==> config.mk <==
export PLATFORM = sky130hd
export DESIGN_NAME = fp_norm_round
export DESIGN_NICKNAME = d
export VERILOG_FILES = /design/src/rtl/fp_norm_round.sv
export SDC_FILE = /design/constraint.sdc
export NUM_CORES = 1
export LEC_CHECK = 0
export ABC_CLOCK_PERIOD_IN_PS = 3100
export BUFFER_PORTS_ARGS = -buffer_cell sky130_fd_sc_hd__buf_4
export CELL_PAD_IN_SITES_DETAIL_PLACEMENT = 1
export CELL_PAD_IN_SITES_GLOBAL_PLACEMENT = 1
export CORE_ASPECT_RATIO = 1.25
export CORE_MARGIN = 2
export CORE_UTILIZATION = 27
export CTS_CLUSTER_DIAMETER = 30
export DETAILED_ROUTE_END_ITERATION = 6
export HOLD_SLACK_MARGIN = 0.03
export PLACE_DENSITY_LB_ADDON = 0.1
export SYNTH_ARGS = -nofsm -noshare
export SYNTH_HDL_FRONTEND = slang
export SYNTH_SLANG_ARGS = --single-unit
==> constraint.sdc <==
create_clock -name clk -period 3.1 [get_ports clk]
set_input_delay 0.62 -clock clk [delete_from_list [all_inputs] [get_ports clk]]
set_output_delay 0.62 -clock clk [all_outputs]
set_load 0.02 [all_outputs]
==> src/rtl/fp_norm_round.sv <==
// Iterative normalise-and-round for single-precision results: one shift per cycle,
// round-to-nearest-even, exponent saturates to infinity; valid/ready on both sides.
module fp_norm_round #(
  parameter int FRAC_W = 23,
  parameter int EXP_W  = 10,
  parameter int BIAS   = 127
) (
  input  logic              clk,
  input  logic              rst,
  input  logic              in_valid,
  output logic              in_ready,
  input  logic [FRAC_W+4:0] in_m,
  input  logic [EXP_W-1:0]  in_e,
  input  logic              in_s,
  output logic              out_valid,
  input  logic              out_ready,
  output logic [FRAC_W:0]   n_m,
  output logic [EXP_W-1:0]  n_e,
  output logic              n_s,
  output logic              inexact,
  output logic              overflow
);
  localparam int MW = FRAC_W + 5;
  localparam int EW = EXP_W + 1;
  localparam logic signed [EW-1:0] EMIN = EW'(1 - BIAS);
  localparam logic signed [EW-1:0] EMAX = EW'(BIAS);
  localparam logic [EXP_W-1:0] EMIN_O = EXP_W'(1 - BIAS);
  localparam logic [EXP_W-1:0] EINF_O = EXP_W'(BIAS + 1);

  typedef enum logic [1:0] {IDLE, NORM, ROUND, DONE} state_t;

  state_t                 state_q, state_d;
  logic [MW-1:0]          m_q, m_d;
  logic signed [EW-1:0]   e_q, e_d;
  logic                   s_q, s_d;
  logic [FRAC_W:0]        n_m_q, n_m_d;
  logic [EXP_W-1:0]       n_e_q, n_e_d;
  logic                   n_s_q, n_s_d;
  logic                   inexact_q, inexact_d;
  logic                   overflow_q, overflow_d;

  logic                   rnd_inc;
  logic [FRAC_W+1:0]      rnd_sum;
  logic [FRAC_W:0]        rnd_m;
  logic signed [EW-1:0]   rnd_e;

  // Round-to-nearest-even on the normalised working mantissa.
  always_comb begin
    rnd_inc = m_q[2] & (m_q[1] | m_q[0] | m_q[3]);
    rnd_sum = {1'b0, m_q[MW-2:3]} + (FRAC_W+2)'(rnd_inc);
    rnd_m   = rnd_sum[FRAC_W:0];
    rnd_e   = e_q;
    if (rnd_sum[FRAC_W+1]) begin
      rnd_m = {1'b1, {FRAC_W{1'b0}}};
      rnd_e = e_q + EW'(1);
    end
  end

  always_comb begin
    state_d    = state_q;
    m_d        = m_q;
    e_d        = e_q;
    s_d        = s_q;
    n_m_d      = n_m_q;
    n_e_d      = n_e_q;
    n_s_d      = n_s_q;
    inexact_d  = inexact_q;
    overflow_d = overflow_q;
    case (state_q)
      IDLE: begin
        if (in_valid) begin
          m_d     = in_m;
          e_d     = {in_e[EXP_W-1], in_e};
          s_d     = in_s;
          state_d = NORM;
        end
      end
      NORM: begin
        if (m_q == '0) begin
          e_d     = EMIN;
          state_d = ROUND;
        end else if (m_q[MW-1] || (e_q < EMIN)) begin
          // Right shift folds the two lowest bits into sticky so no information is lost.
          m_d = {1'b0, m_q[MW-1:2], m_q[1] | m_q[0]};
          e_d = e_q + EW'(1);
        end else if (!m_q[MW-2] && (e_q > EMIN)) begin
          m_d = m_q << 1;
          e_d = e_q - EW'(1);
        end else begin
          state_d = ROUND;
        end
      end
      ROUND: begin
        n_s_d = s_q;
        if (rnd_e > EMAX) begin
          n_m_d      = '0;
          n_e_d      = EINF_O;
          overflow_d = 1'b1;
          inexact_d  = 1'b1;
        end else begin
          n_m_d      = rnd_m;
          n_e_d      = rnd_e[EXP_W-1:0];
          overflow_d = 1'b0;
          inexact_d  = |m_q[2:0];
        end
        state_d = DONE;
      end
      DONE: begin
        if (out_ready) state_d = IDLE;
      end
      default: state_d = IDLE;
    endcase
  end

  always_ff @(posedge clk or posedge rst) begin
    if (rst) begin
      state_q    <= IDLE;
      m_q        <= '0;
      e_q        <= EMIN;
      s_q        <= 1'b0;
      n_m_q      <= '0;
      n_e_q      <= EMIN_O;
      n_s_q      <= 1'b0;
      inexact_q  <= 1'b0;
      overflow_q <= 1'b0;
    end else begin
      state_q    <= state_d;
      m_q        <= m_d;
      e_q        <= e_d;
      s_q        <= s_d;
      n_m_q      <= n_m_d;
      n_e_q      <= n_e_d;
      n_s_q      <= n_s_d;
      inexact_q  <= inexact_d;
      overflow_q <= overflow_d;
    end
  end

  assign in_ready  = (state_q == IDLE) && !rst;
  assign out_valid = (state_q == DONE);
  assign n_m       = n_m_q;
  assign n_e       = n_e_q;
  assign n_s       = n_s_q;
  assign inexact   = inexact_q;
  assign overflow  = overflow_q;

endmodule

==> results.ini <==
[synth]
synth_cell_types=64
syn_area_sq_um=5220
yosys-top-cells-area=dfrtp_1, mux2i_1, a21o_1
synth_seq_cells=79
synthFlopType=dfrtp_1
synth_edf_count=0
synth_cells=568
yosysTopAreaCell=dfrtp_1
syn_nets=619
syn_area_per_cell_sq_um=9.19
synth.most_common_cell=dfrtp_1
ys_warn_count=0
ys_seq_area_frac=0.381
synth_common_cells=dfrtp_1, nor2_1, inv_1, a21o_1, a211oi_1
async_flop_share=1.00
yosys.area.top_type_share=0.336

[critical_path]
start_kind=flip-flop
cpPeakStageDelay_ps=1010
reg2regPathDepth=7
path_cells=ha_1 -> nand3_1 -> o211a_1 -> nor4_1 -> a31oi_1 -> o21bai_1 -> o22ai_2
end_kind=flip-flop
path_max_fanout=12
critPathArrivalTime_ps=3010
reg2reg_slack_ps=250
cp_slowest_cell=o21bai_1
rr_startpoint=e_q[1]
required_ps=3270
r2r_end=n_e[2]
crit_type=reg -> reg

[die]
coreArea_sq_um=18800
rows=56
start_util=0.277
fp.dieH_um=159
io_pins=82
die-area_sq_um=20500
die_w_um=128

[power]
powerDensity_nw_per_um2=1170
vdd_drop_max_v=0.000505
power_mw=7.45
power.leakage_nw=2.86

[placement]
dp_hpwl_mm=12.7
place_area_sq_um=6050
dp.cells=851
gp_congestion=0.822
port_buffers=81

[clock_tree]
holdBufCountCts=0
postCtsSetupRepairBufs=0
htree_levels=3
numCtsBuffers=9
insertion_delay_ps=350
clock_path_buffers=2
clock_sinks=79
post_cts_resized=0
clk_pin_slew_worst_paths_ps=60
cts_tree=built
root_buffer=clkbuf_16

[global_routing]
use_met3=0.0282
grt_max_degree=63
grt-ovfl-total=0
grt_pass1_wl_mm=27.8
grtUsageTotal=0.174
met2_usage=0.305
busiest_layer=met2
grt_pass1_vias=4833
use_met1=0.219
antenna_found_initial=0

[routing]
drtIter0Drc=154
drc=0
ant_nets=0
first_pass_iters=6
wl_per_cell_um=20.0
vias_per_cell=5.22
vias=4523
routed_wl_mm=17.3

[cells_and_area]
area_growth_pct=22.3
antennaDiodeCount=0
multi_input_comb_area_sq_um=2820
drive_gt1_frac=0.255
fillers=2173
nets=681
regArea_sq_um=1990
final_cells=867
final_area_sq_um=6380
post-route-util=0.339

[sta]
tightest_slew_ps=1300
fin_crit_ps=2850
min_period_over_period=0.918
finalSetupTns_ps=0
fin_worst_skew_ps=6.73
relSlewSlack=0.135
setup_viol=0
maxSlewViolCount=0
fmax_mhz=351
hold_violations=0
rsz0062_at_grt=no

[status]
status=completed

[hold_path]
hold_path_class=in -> async

[run]
drv_cap=0

-- worst max-delay path, delay by kind of cell (launching register included) --
kind	cells	cell delay, ps
and+or+nand+nor	2	310
DFF	1	640
AOI/OAI and AO/OA	4	1510
adders and majority gates	1	210
-- per-stage QoR --
step,setup slack [ps],hold WS (ps)
5_1_grt,17.3,355
3_3_place_gp,306,469
6_report,254,315
4_1_cts,170,329
3_5_place_dp,178,484
2_1_floorplan,472,474
-- report_power, final --
group	switching [mW]	internal [mW]	total, mW
combinational	2.26	1.73	3.99
sequential	0.705	1.54	2.25
clock	0.465	0.754	1.22
-- state kept, by name, summed over array words and instances (netlist names) --
register and flops:
n_m 24, state_q 2, n_s 1, e_q 11, inexact 1, s_q 1, n_e 10, m_q 28
overflow 1
-- worst max path at each step --
| stage | startpoint | endpoint | slack [ps] | depth (start not counted) |
|---|---|---|---|---|
| after floorplan | rst | e_q[0] | 470 | 1 |
| after global placement | e_q[1] | n_e[2] | 310 | 7 |
| after detailed placement | e_q[1] | n_e[2] | 180 | 7 |
| after CTS | m_q[3] | n_e[2] | 170 | 7 |
| after global routing | m_q[3] | n_e[5] | 20 | 7 |
| final | e_q[1] | n_e[2] | 250 | 7 |
-- kinds of logic after synthesis --
kind of cell	synth area share
simple gates	0.164
mux	0.0693
fa+ha+maj	0.0192
flops	0.381
buf+inv	0.0822
compound gates	0.233
xor+xnor	0.0520
-- layout make-up --
class	instances	share of cell area
tap	232	0.0455
clock inverter	4	0.0120
sequential	79	0.312
clock buffer	12	0.0402
multi-input combinational	397	0.441
inverter	42	0.0249
timing repair buffer	101	0.125
-- layout by cell type (no fill, tap or decap), drive strengths merged, types with 5 or more instances in the layout --
| cell type | n |
|---|---|
| dfrtp | 70 |
| dfstp | 9 |
| clkbuf | 12 |
| a31oi | 5 |
| a21oi | 16 |
| nor2 | 55 |
| buf | 101 |
| o22a | 6 |
| nor3 | 11 |
| mux2i | 26 |
| nand4 | 10 |
| nor4 | 10 |
| xnor2 | 8 |
| inv | 42 |
| o22ai | 30 |
| nand3 | 20 |
| and4 | 6 |
| and3 | 8 |
| xor2 | 23 |
| a211oi | 27 |
| a21o | 33 |
| o21ai | 19 |
| ha | 8 |
| nand2 | 24 |
| mux2 | 9 |
-- layer usage --
layer | up-vias | share of wire
li1 | 2173 | -
met1 | 2256 | 0.44
met2 | 75 | 0.52
met5 | - | 0
met4 | 0 | 0.016
met3 | 19 | 0.031
(Power assumes the default switching activity.)
